===== src/rtl/fft_sequencer.sv =====
// Frame controller for the in-place fft datapath: loads N samples by address,
// waits for completion, buffers the N-bin result and drains it as a stream.
module fft_sequencer #(
    parameter int N       = 16,
    parameter int MSB     = 16,
    parameter int BIT_REV = 0,
    parameter int TIMEOUT = 1023
) (
    input  logic                 clk,
    input  logic                 rst_n,
    input  logic [MSB-1:0]       s_data,
    input  logic                 s_valid,
    output logic                 s_ready,
    output logic [MSB-1:0]       fft_data_in,
    output logic [$clog2(N)-1:0] fft_addr,
    output logic                 fft_insert_data,
    input  logic [MSB*N-1:0]     fft_data_out,
    input  logic                 fft_finish,
    output logic [MSB-1:0]       m_data,
    output logic [$clog2(N)-1:0] m_index,
    output logic                 m_last,
    output logic                 m_valid,
    input  logic                 m_ready,
    output logic                 busy,
    output logic                 timeout_err,
    output logic [15:0]          frame_cnt
);
    localparam int AW = $clog2(N);
    localparam int TW = $clog2(TIMEOUT + 1);

    typedef enum logic [1:0] {IDLE, LOAD, CALC, HOLD} state_t;

    state_t          state_reg, state_next;
    logic [AW-1:0]   wr_cnt_reg, wr_cnt_next;
    logic [TW-1:0]   timer_reg, timer_next;
    logic            s_ready_reg;
    logic [MSB-1:0]  data_in_reg, data_in_next;
    logic [AW-1:0]   addr_reg, addr_next;
    logic            insert_reg, insert_next;
    logic            timeout_reg, timeout_next;
    logic [15:0]     frame_cnt_reg, frame_cnt_next;
    logic            full_reg, full_next;
    logic [AW-1:0]   rd_cnt_reg, rd_cnt_next;
    logic            capture;
    logic            accept;
    logic [AW-1:0]   rev_idx;
    logic [AW-1:0]   rd_idx;
    logic [MSB-1:0]  buf_mem [N];

    assign accept = s_ready_reg & s_valid;

    always_comb begin
        state_next     = state_reg;
        wr_cnt_next    = wr_cnt_reg;
        timer_next     = timer_reg;
        data_in_next   = data_in_reg;
        addr_next      = addr_reg;
        insert_next    = insert_reg;
        timeout_next   = timeout_reg;
        frame_cnt_next = frame_cnt_reg;
        full_next      = full_reg;
        rd_cnt_next    = rd_cnt_reg;
        capture        = 1'b0;

        if (full_reg && m_ready) begin
            if (rd_cnt_reg == AW'(N - 1)) begin
                rd_cnt_next = '0;
                full_next   = 1'b0;
            end else begin
                rd_cnt_next = rd_cnt_reg + 1'b1;
            end
        end

        case (state_reg)
            IDLE: begin
                insert_next = accept;
                if (accept) begin
                    data_in_next = s_data;
                    addr_next    = '0;
                    wr_cnt_next  = AW'(1);
                    state_next   = LOAD;
                end
            end
            LOAD: begin
                // Strobe stays high across input stalls; the held pair is rewritten harmlessly.
                insert_next = 1'b1;
                if (accept) begin
                    data_in_next = s_data;
                    addr_next    = wr_cnt_reg;
                    if (wr_cnt_reg == AW'(N - 1)) begin
                        wr_cnt_next = '0;
                        timer_next  = '0;
                        state_next  = CALC;
                    end else begin
                        wr_cnt_next = wr_cnt_reg + 1'b1;
                    end
                end
            end
            CALC: begin
                insert_next = 1'b0;
                timer_next  = timer_reg + 1'b1;
                if (fft_finish) begin
                    state_next = HOLD;
                end else if (timer_reg == TW'(TIMEOUT - 1)) begin
                    timeout_next = 1'b1;
                    state_next   = IDLE;
                end
            end
            HOLD: begin
                insert_next = 1'b0;
                // Registered full flag: a last-bin drain this cycle defers capture by one.
                if (!full_reg) begin
                    capture        = 1'b1;
                    full_next      = 1'b1;
                    frame_cnt_next = frame_cnt_reg + 16'd1;
                    state_next     = IDLE;
                end
            end
            default: state_next = IDLE;
        endcase
    end

    always_ff @(posedge clk) begin
        if (!rst_n) begin
            state_reg     <= IDLE;
            wr_cnt_reg    <= '0;
            timer_reg     <= '0;
            s_ready_reg   <= 1'b0;
            data_in_reg   <= '0;
            addr_reg      <= '0;
            insert_reg    <= 1'b0;
            timeout_reg   <= 1'b0;
            frame_cnt_reg <= '0;
            full_reg      <= 1'b0;
            rd_cnt_reg    <= '0;
        end else begin
            state_reg     <= state_next;
            wr_cnt_reg    <= wr_cnt_next;
            timer_reg     <= timer_next;
            s_ready_reg   <= (state_next == IDLE) || (state_next == LOAD);
            data_in_reg   <= data_in_next;
            addr_reg      <= addr_next;
            insert_reg    <= insert_next;
            timeout_reg   <= timeout_next;
            frame_cnt_reg <= frame_cnt_next;
            full_reg      <= full_next;
            rd_cnt_reg    <= rd_cnt_next;
        end
    end

    always_ff @(posedge clk) begin
        if (capture) begin
            for (int i = 0; i < N; i++) begin
                buf_mem[i] <= fft_data_out[MSB*i +: MSB];
            end
        end
    end

    generate
        for (genvar gi = 0; gi < AW; gi++) begin : g_rev
            assign rev_idx[gi] = rd_cnt_reg[AW-1-gi];
        end
    endgenerate

    assign rd_idx          = (BIT_REV != 0) ? rev_idx : rd_cnt_reg;
    assign m_data          = full_reg ? buf_mem[rd_idx] : '0;
    assign m_index         = rd_cnt_reg;
    assign m_last          = full_reg && (rd_cnt_reg == AW'(N - 1));
    assign m_valid         = full_reg;
    assign s_ready         = s_ready_reg;
    assign fft_data_in     = data_in_reg;
    assign fft_addr        = addr_reg;
    assign fft_insert_data = insert_reg;
    assign busy            = (state_reg != IDLE);
    assign timeout_err     = timeout_reg;
    assign frame_cnt       = frame_cnt_reg;
endmodule


===== config.mk =====
export PLATFORM = sky130hd
export DESIGN_NAME = fft_sequencer
export DESIGN_NICKNAME = d
export VERILOG_FILES = /design/src/rtl/fft_sequencer.sv
export SDC_FILE = /design/constraint.sdc
export NUM_CORES = 1
export LEC_CHECK = 0
export ABC_AREA = 1
export CORE_MARGIN = 10
export CORE_UTILIZATION = 35
export CTS_CLUSTER_DIAMETER = 200
export DETAILED_ROUTE_END_ITERATION = 7
export GPL_ROUTABILITY_DRIVEN = 0
export PLACE_DENSITY = 0.72
export SLEW_MARGIN = 20
export SYNTH_ARGS = -nofsm -noshare
export SYNTH_HDL_FRONTEND = slang
export SYNTH_SLANG_ARGS = --single-unit

===== constraint.sdc =====
create_clock -name clk -period 6.6 [get_ports clk]
set_input_delay 0.99 -clock clk [delete_from_list [all_inputs] [get_ports clk]]
set_output_delay 0.99 -clock clk [all_outputs]
set_load 0.05 [all_outputs]

==> reports/results.txt <==
Post-Synth Adder-Cell Area -> 0.00475
Synthesized instance count -> 1312
Tot GR Track Use -> 0.182
Fin. Hold Viols -> 0
Mapped Nets -> 1594
Die width -> 214 µm
Hold path depth -> 2
Area of the multi-input gates -> 3610 µm²
Pre-CTS worst setup slack -> 2.32 ns
Yosys top cell by area -> edfxtp_1
PwrDens -> 245 nW/µm²
Antenna cells -> 0
Number of remaining DRC errors -> 0
EDFF count, synth -> 256
Via density -> 4.83
ANT nets after route -> 0
WL/cell -> 20.0 µm
Worst-path clk slew -> 0.06 ns
Layout cell share with drive strength beyond 1 -> 0.0462
Total length of routed wires -> 43500 µm
Clock Path Buffers -> 3
Synth top area share -> 0.584
Fin nets -> 1921
Outcome -> finished clean
Static leakage -> 0.00688 µW
Crit path required time -> 5.61 ns
Max Slew Vio Count -> 0
Worst-Margin Slew -> 1.06 ns
Skew final -> 0.0112 ns
Number of port buffers -> 338
Max reg flops -> 256
Hold Crit Endpoint -> fft_addr[3]
Area contributors post-synth -> edfxtp_1 (58%), nand2_1 (14%), dfxtp_1 (9.7%)
CP max FO -> 70
Post-Synthesis Cell Area -> 13200 µm²
Synth Warn # -> 0
FF-to-FF End -> buf_mem[5][2]
CP Capture Type -> output pin
Yosys reg bits -> 320
Detailed Place HPWL -> 31800 µm
Hold_buf cts -> 0
R2r startpoint -> state_reg[1]
Simple-Gate Fraction of Synth Area -> 0.231
Post-DP Area -> 17000 µm²
Cts bufs inserted -> 37
Peak supply drop -> 179 µV
Fillers -> 3349
Row Count -> 71
Synth unique cells -> 31
Most numerous cell in the Yosys netlist -> nand2_1
Worst reg2reg setup slack -> 3.85 ns
Overflow after GRT -> 0
Max-cap violations -> 0
Setup Buffers After CTS -> 0
Hold Crit Class -> reg2reg
Worst hold start -> fft_addr[3]
Post-route cell area -> 18200 µm²
Placed cells -> 2111
CTS tree -> yes
Syn avg cell area -> 10.0 µm²
Arr. time, crit path -> 3.82 ns
WS Path Type -> reg2out
Core ar. -> 37400 µm²
Global-route wire length before repair -> 64100 µm
Total number of vias -> 10500
Post-synthesis xor/xnor area fraction -> 0.000665
Skew-Pair Late Insertion Delay -> 0.52 ns
Part of the Yosys area used for sequential elements -> 0.681
Seq. cell area -> 8980 µm²
Synth cell count leaders -> nand2_1 (484), edfxtp_1 (256), nand3_1 (137), nor2_1 (106), inv_1 (73)
Crit path time final -> 4.81 ns
Vias in the first global route -> 10600
H-tree levels -> 2
Main synth FF type -> edfxtp_1
1st-iter DRT viols -> 876
Setup violators final -> 0
Starting Density -> 0.352
RSZ-0062 raised after global routing -> no
Fmax -> 0.208 GHz
Largest family of logic cells by synthesized area -> simple AND/OR/NAND/NOR gates
CTS sink count -> 320
Compound-cell area share of the yosys netlist -> 0.0377
Fin crit share -> 0.728
R2R cell count -> 4
Relative slew slack -> 0.294
TNS Setup -> 0 ns
Multiplexer share of the synthesized area -> 0
Root Buffer -> clkbuf_16
Antenna violations before repair -> 6
Largest net degree at the start of global routing -> 78
Area grow syn2layout -> 38.1%
Post-Layout Cell Count -> 2178
Die area -> 45800 µm²
Startpoint types -> register
Drt pass-1 iters -> 6
Async set-reset flop share out of synthesis -> 0
DIE HEIGHT -> 214 µm
# IOs -> 339
Post-CTS resize count -> 0
Final setup margin -> 1.79 ns
-- worst max-delay path, cell delays in order (launching register included) --
cell and delay [ns]:
dfxtp_4 0.75, buf_4 0.71, nor2_1 0.12, nor2_1 0.13, o21ai_0 0.10, nand3_1 0.16
nand3_1 0.10, a21oi_1 0.22, clkdlybuf4s50_1 0.89
-- cell usage in the layout, fill, tap and decap left out, types with 7 or more instances in the layout --
cell	instances
nor3_1	7
clkbuf_1	9
edfxtp_1	256
nand4_1	9
o21ai_0	46
nand3_1	137
inv_1	72
clkbuf_16	39
clkdlybuf4s50_1	338
nand2_1	484
dfxtp_1	61
nor2_1	106
buf_4	12
a21oi_1	45
-- routing by layer --
| layer | wire (µm) | share of wire | GRT usage |
|---|---|---|---|
| met5 | 97 | 0.0022 | 0 |
| met4 | 843 | 0.019 | 0.0438 |
| met3 | 4030 | 0.093 | 0.0625 |
| met2 | 21100 | 0.48 | 0.307 |
| met1 | 17400 | 0.40 | 0.218 |
-- kinds of logic after synthesis --
| group | after synthesis |
|---|---|
| buffers and inverters | 139 |
| and+or+nand+nor | 750 |
| AOI/OAI and AO/OA | 97 |
| adders and majority gates | 5 |
| DFF | 320 |
| xor gates and xnor gates | 1 |
-- worst max path at each step --
stage	start	end	slack, ns	cells past startpoint
2_1_floorplan	m_valid	frame_cnt[8]	0.91	4
3_3_place_gp	register	m_data[11]	2.32	8
3_5_place_dp	register	m_data[11]	2.32	8
4_1_cts	register	m_data[11]	1.75	8
5_1_grt	register	m_data[8]	1.52	8
6_report	register	m_data[14]	1.79	8
-- metrics by stage --
stage                      util  power (µW)  hold WS [ns]
after CTS                 0.487        4510         0.466
after detailed placement  0.454        2470         0.454
after global placement    0.454        2470         0.451
after floorplan               -        2280         0.446
final                     0.487        4470         0.463
after global routing      0.487        4600         0.488
-- area by class of cell --
| class | instances | area share |
|---|---|---|
| timing repair buffer | 350 | 0.191 |
| clock buffer | 50 | 0.0570 |
| multi-input combinational | 853 | 0.199 |
| inverter | 77 | 0.0160 |
| sequential | 320 | 0.493 |
| clock inverter | 17 | 0.00901 |
| tap | 511 | 0.0351 |
-- report_power, final --
group          internal (µW)  switching [µW]  leakage [µW]
combinational            161            79.9       0.00347
sequential              2180            4.78       0.00282
clock                   1220             816      0.000589
total                   3560             900       0.00688
(Power assumes the default switching activity.)
